`src/rtl/vid_stream_rx.sv`:
```
// Pixel-stream receiver: rebuilds x/y and a framebuffer write address from vsync/de,
// flags frame/line markers and checks line length and line count against the nominal size.
module vid_stream_rx #(
    parameter int H_DISP = 640,
    parameter int V_DISP = 480,
    parameter int DATA_W = 8,
    parameter int ADDR_W = 19,
    parameter bit VS_POL = 1'b1
) (
    input  logic              clk,
    input  logic              rst_n,
    input  logic              in_hsync,
    input  logic              in_vsync,
    input  logic              in_de,
    input  logic [DATA_W-1:0] in_data,
    output logic              pix_valid,
    output logic [DATA_W-1:0] pix_data,
    output logic [11:0]       pix_x,
    output logic [11:0]       pix_y,
    output logic [ADDR_W-1:0] wr_addr,
    output logic              sof,
    output logic              eol,
    output logic              eof,
    output logic              err_line_len,
    output logic              err_line_cnt,
    output logic [15:0]       frame_cnt
);

    localparam logic [11:0]       H_LIM = 12'(H_DISP);
    localparam logic [11:0]       V_LIM = 12'(V_DISP);
    localparam logic [12:0]       H_CNT = 13'(H_DISP);
    localparam logic [ADDR_W-1:0] H_A   = ADDR_W'(H_DISP);

    typedef enum logic {SEEK, FRAME} state_t;

    state_t            state, state_nx;
    logic              vs_d, de_d;
    logic [11:0]       x, x_nx, y, y_nx, line_cnt, lines_nx;
    logic [12:0]       pix_cnt, cnt_nx;
    logic [ADDR_W-1:0] addr, addr_nx;

    logic              valid_nx, sof_nx, eol_nx, eof_nx, el_nx, ec_nx;
    logic [DATA_W-1:0] data_nx;
    logic [11:0]       px_nx, py_nx;
    logic [ADDR_W-1:0] wa_nx;
    logic [15:0]       fc_nx;

    logic vs_start, de_fall, active;

    // hsync carries no framing information here
    logic unused_hsync;
    assign unused_hsync = in_hsync;

    assign vs_start = (in_vsync == VS_POL) && (vs_d != VS_POL);
    assign de_fall  = de_d && !in_de;
    assign active   = (state == FRAME) || vs_start;

    always_comb begin
        state_nx = state;
        x_nx     = x;
        y_nx     = y;
        addr_nx  = addr;
        lines_nx = line_cnt;
        cnt_nx   = pix_cnt;
        valid_nx = 1'b0;
        data_nx  = pix_data;
        px_nx    = pix_x;
        py_nx    = pix_y;
        wa_nx    = wr_addr;
        sof_nx   = 1'b0;
        eol_nx   = 1'b0;
        eof_nx   = 1'b0;
        el_nx    = 1'b0;
        ec_nx    = 1'b0;
        fc_nx    = frame_cnt;

        // Line close comes first so a coincident vsync sees it in the old frame's count.
        if (state == FRAME && de_fall) begin
            if (pix_cnt != H_CNT)
                el_nx = 1'b1;
            if (y < V_LIM && x < H_LIM)
                addr_nx = addr + (H_A - ADDR_W'(x));
            x_nx     = 12'd0;
            y_nx     = (y == 12'hFFF) ? y : y + 12'd1;
            lines_nx = (line_cnt == 12'hFFF) ? line_cnt : line_cnt + 12'd1;
            cnt_nx   = 13'd0;
        end

        if (vs_start) begin
            if (state == FRAME && lines_nx != V_LIM)
                ec_nx = 1'b1;
            state_nx = FRAME;
            x_nx     = 12'd0;
            y_nx     = 12'd0;
            addr_nx  = '0;
            lines_nx = 12'd0;
            cnt_nx   = 13'd0;
        end

        if (active && in_de) begin
            cnt_nx = (cnt_nx == 13'h1FFF) ? cnt_nx : cnt_nx + 13'd1;
            if (x_nx < H_LIM && y_nx < V_LIM) begin
                valid_nx = 1'b1;
                data_nx  = in_data;
                px_nx    = x_nx;
                py_nx    = y_nx;
                wa_nx    = addr_nx;
                sof_nx   = (x_nx == 12'd0) && (y_nx == 12'd0);
                eol_nx   = (x_nx == H_LIM - 12'd1);
                eof_nx   = eol_nx && (y_nx == V_LIM - 12'd1);
                if (eof_nx)
                    fc_nx = frame_cnt + 16'd1;
                x_nx    = x_nx + 12'd1;
                addr_nx = addr_nx + 1'b1;
            end
        end
    end

    always_ff @(posedge clk) begin
        if (!rst_n) begin
            state        <= SEEK;
            vs_d         <= 1'b0;
            de_d         <= 1'b0;
            x            <= 12'd0;
            y            <= 12'd0;
            addr         <= '0;
            line_cnt     <= 12'd0;
            pix_cnt      <= 13'd0;
            pix_valid    <= 1'b0;
            pix_data     <= '0;
            pix_x        <= 12'd0;
            pix_y        <= 12'd0;
            wr_addr      <= '0;
            sof          <= 1'b0;
            eol          <= 1'b0;
            eof          <= 1'b0;
            err_line_len <= 1'b0;
            err_line_cnt <= 1'b0;
            frame_cnt    <= 16'd0;
        end else begin
            state        <= state_nx;
            vs_d         <= in_vsync;
            de_d         <= in_de;
            x            <= x_nx;
            y            <= y_nx;
            addr         <= addr_nx;
            line_cnt     <= lines_nx;
            pix_cnt      <= cnt_nx;
            pix_valid    <= valid_nx;
            pix_data     <= data_nx;
            pix_x        <= px_nx;
            pix_y        <= py_nx;
            wr_addr      <= wa_nx;
            sof          <= sof_nx;
            eol          <= eol_nx;
            eof          <= eof_nx;
            err_line_len <= el_nx;
            err_line_cnt <= ec_nx;
            frame_cnt    <= fc_nx;
        end
    end

endmodule

```
`config.mk`:
```
export PLATFORM = sky130hd
export DESIGN_NAME = vid_stream_rx
export DESIGN_NICKNAME = d
export VERILOG_FILES = /design/src/rtl/vid_stream_rx.sv
export SDC_FILE = /design/constraint.sdc
export NUM_CORES = 1
export LEC_CHECK = 0
export ABC_AREA = 1
export BUFFER_PORTS_ARGS = -buffer_cell sky130_fd_sc_hd__buf_2
export CAP_MARGIN = 25
export CORE_AREA = 2 2 97 193
export CTS_BUF_LIST = sky130_fd_sc_hd__clkbuf_16
export DETAILED_ROUTE_END_ITERATION = 6
export DIE_AREA = 0 0 99 195
export PLACE_DENSITY = 0.68
export SLEW_MARGIN = 20
export SYNTH_ARGS = -nofsm -noshare
export SYNTH_HDL_FRONTEND = slang
export SYNTH_SLANG_ARGS = --single-unit
```
`constraint.sdc`:
```
create_clock -name clk -period 3.7 [get_ports clk]
set_clock_uncertainty 0.2 [all_clocks]
set_input_delay 0.555 -clock clk [delete_from_list [all_inputs] [get_ports clk]]
set_output_delay 0.555 -clock clk [all_outputs]
set_load 0.02 [all_outputs]
```
==> results.txt <==
- For this run the aggregate overflow at the end of global routing stands at 0.
* Final worst path period share: 0.937
* Via count of the first global-routing pass: 9117
- Along the worst path, the maximum fanout reaches 5.
- Cell with the most instances on the worst path: sky130_fd_sc_hd__nand2_1
- Crit Reg-Reg Startpoint: x[6]
- The signal on the critical path passes through inv_1 -> nand3_1 -> nor2_1 -> nor2_1 -> nor2_1 -> xor2_1 -> ha_1 -> nand2_1 -> inv_1 -> nand2_1 -> nor3_1 -> nand2_1 -> nand2_1 -> nand2_1 -> nand3_1 -> nand2_1 -> inv_2 -> nand3_1 -> nor2_1 -> nand2_1 -> nand2_1 -> nand2_1 -> nor2_1.
* Path length in cells of the critical path: 23
- For this configuration, the core starts out at a cell density of 0.497.
- Dividing the detail-routed via count by the number of cells gives 5.34.
- Startpoint types: flop
- Number of nets still failing antenna checks after routing: 0
* Worst hold path type: in -> reg
* CP Launch Point: x[6]
* Slack of the worst reg-to-reg path: 0.23 ns
* Wire length of the first global-routing pass: 41800 µm
- Max stage delay cell, worst path: sky130_fd_sc_hd__dfxtp_1
* Via count: 9149
* Area growth from synthesis to layout: 16.1%
* Clk root buf: sky130_fd_sc_hd__clkbuf_16
- Clock latency on the worst-skew pair, taken at its later pin, is 0.43 ns.
- The H-tree was split into 4 levels.
- On the worst path, the slowest cell contributes a delay of 0.44 ns.
- Number of maximum-capacitance constraint violations: 0
- Status: complete, no violations
* Global-route usage over all layers: 0.269
- PnR worst setup slack: 0.232 ns
* Antenna violations before repair: 0
* Critical path type: reg -> reg
- Most area-hungry cell type in the Yosys netlist: sky130_fd_sc_hd__dfxtp_1
- Iteration count of the initial detailed-routing pass: 5
- Logic depth of the worst register-to-register path: 23
- In this run the standard cell core region covers 17700 µm².
- Instance count after placement with tap cells included: 1680
* Number of endpoints with negative hold slack in the final report: 0
- In this run the critical register-to-register path is captured at addr[15].
* Routed length per placed instance: 15.1 µm
- Yosys printed 0 warnings.
- TritonCTS created 17 clock buffers.
- Input and output buffers added on the ports amount to 84.
- I/O pin count: 86
- The top cell types in the final layout, fill and taps aside, are sky130_fd_sc_hd__nand2_1 (339), sky130_fd_sc_hd__inv_1 (198), sky130_fd_sc_hd__nor2_1 (175).
- Reg clk slew, reported paths: 0.06 ns
* Worst slew slack as a fraction of its limit: 0.606
* Number of cell rows: 69
- Count of unique library cells instantiated by Yosys: 40
- Post-synthesis sequential area ratio: 0.328
* Number of setup violations in the final report: 0
- Final instance count without filler cells: 1713
* Sort of element at the end of the critical path: flop
- By area the synthesized netlist is led by sky130_fd_sc_hd__dfxtp_1 (33%), sky130_fd_sc_hd__nand2_1 (14%), sky130_fd_sc_hd__nand3_1 (8.7%).
- Maximum number of buffers from clock root to sink: 2
- Static timing analysis puts the maximum clock frequency at 0.288 GHz.
- Seq cells post-synth: 144
* Capture point of the worst path: addr[15]
- Once detailed placement completed, the half-perimeter wirelength came to 19900 µm.
- IR analysis of the VDD net gives a maximum drop of 0.294 mV.
* Slew of the pin with the lowest slew margin: 0.587 ns
- TritonCTS clock tree: yes
- Total of hold buffers inserted after clock tree synthesis: 0
- Data required time at the worst endpoint: 3.87 ns
- Arrival time of data at the critical path endpoint: 3.63 ns
* Maximum number of pins on one net before global-route repair: 50
* Dominant delay contributor by cell family on the critical path: simple AND/OR/NAND/NOR gates
* Place WS: 0.179 ns
* Synthesized area divided by synthesized cell count: 6.29 µm²
- Area share of the leading cell type in the synthesized netlist: 0.328
- After detailed routing, the total wire length is 25800 µm.
- Reported leakage power: 4.72 nW
- Post-layout nets: 1527
- The floorplan step defined a die boundary enclosing 19300 µm².
- Synthesis produced a netlist whose cell count is 1399.
- Final Slew Violations: 0
* Initial DRC count: 433
* Number of nets in the synthesized netlist: 1439
* Total power per unit cell area: 376 nW/µm²
- Measured along the x axis, the die boundary spans 99 µm.
- Number of inserted diodes: 0
- Leaving out fill and tap cells, the most frequent cell in the layout is sky130_fd_sc_hd__nand2_1.
- The clock drives 144 sinks.
* Total power after layout: 3.84 mW
- The worst path needs 3.47 ns of the cycle, external delays included.
- Overall die height: 195 µm
* Number of buffer and inverter stages on the critical path: 3
- In the routed design, unresolved DRC markers number 0.
- At the end of routability-driven placement, the weighted congestion stood at 0.922.
- Syn Std Cell Area: 8800 µm²
* Share of cells above drive strength 1: 0.131
==> report_power, final <==
| group | switching (mW) | internal [mW] | total (mW) |
|---|---|---|---|
| combinational | 0.210 | 0.0861 | 0.296 |
| sequential | 0.0132 | 1.57 | 1.59 |
| clock | 0.696 | 1.26 | 1.96 |
| total | 0.919 | 2.92 | 3.84 |
==> state kept, by name (all words and copies together), names as in the netlist, 13 cells and up <==
| signal | flops |
|---|---|
| pix_cnt | 13 |
| frame_cnt | 16 |
| addr | 19 |
| wr_addr | 19 |
==> cells in the mapped netlist, drive strengths merged <==
| master | n |
|---|---|
| nand2 | 347 |
| nor2 | 205 |
| inv | 201 |
| nand3 | 156 |
| dfxtp | 144 |
| o21ai | 77 |
| a21oi | 62 |
| nor3 | 45 |
| nand4 | 27 |
| ha | 26 |
| buf | 24 |
| xor2 | 24 |
| clkbuf | 19 |
| nand3b | 7 |
| nor4 | 7 |
| xnor2 | 6 |
| a31oi | 3 |
| nor3b | 3 |
| o211ai | 3 |
| o21bai | 3 |
| and3 | 2 |
| or2 | 2 |
| a211oi | 1 |
| a311oi | 1 |
| and2 | 1 |
| fa | 1 |
| o21a | 1 |
| o22ai | 1 |
==> area by class of cell <==
| type | instances | area [µm²] |
|---|---|---|
| inverters | 201 | 754 |
| clock buffers | 17 | 425 |
| well taps | 213 | 267 |
| fillers | 1774 | 7480 |
| clock inverters | 15 | 240 |
| repair buffers | 112 | 643 |
| multi-input cells | 1011 | 5000 |
| flip-flops and latches | 144 | 2880 |
==> tightest hold or removal path: stages <==
cell and delay (ns):
sky130_fd_sc_hd__buf_2 0.07, sky130_fd_sc_hd__nand2_1 0.04, sky130_fd_sc_hd__nand2_1 0.04
==> routing by layer <==
| metal | GRT usage | routed length [µm] | vias to the layer above | share of wire |
|---|---|---|---|---|
| met1 | 0.254 | 9060 | 4173 | 0.35 |
| met3 | 0.0358 | 847 | 90 | 0.033 |
| li1 | - | - | 4648 | - |
| met5 | 0 | 0 | - | 0 |
| met4 | 0.166 | 1420 | 0 | 0.055 |
| met2 | 0.527 | 14500 | 238 | 0.56 |
==> kinds of logic (layout without fill, tap and decap cells) <==
family                   Yosys count  in the layout  share of synthesized area
AND/OR/NAND/NOR                  802            802                      0.403
buffers and inverters            244            345                      0.110
AO/OA/AOI/OAI                    152            152                     0.0906
flip-flops                       144            144                      0.328
XOR/XNOR                          30             30                     0.0299
adder cells (fa/ha/maj)           27             27                     0.0392
==> repair_timing <==
action                     4_1_cts  5_1_grt
setup buffers                    0        1
setup endpoints to repair        0        8
gates resized for setup          0       12
==> per-stage QoR <==
stage | hold slack (ns) | area, µm² | util | setup TNS (ns)
2_1_floorplan | 0.266 | 8800 | - | 0
3_3_place_gp | 0.215 | 9490 | 0.536 | 0
3_5_place_dp | 0.225 | 9490 | 0.536 | 0
4_1_cts | 0.106 | 10200 | 0.574 | 0
5_1_grt | 0.118 | 10200 | 0.577 | -0.0216
6_report | 0.113 | 10200 | 0.577 | 0
==> worst min-delay path by stage <==
stage / startpoint / end / cells past startpoint / slack [ns]
after global routing: in_data[5] / pix_data[5] / 3 / 0.12
after global placement: pix_x[11] / pix_x[11] / 2 / 0.21
after CTS: in_data[5] / pix_data[5] / 3 / 0.11
final: in_data[5] / pix_data[5] / 3 / 0.11
after floorplan: pix_cnt[6] / pix_cnt[7] / 2 / 0.27
after detailed placement: pix_y[10] / pix_y[10] / 2 / 0.23
Power figures use the tool's default switching activity.
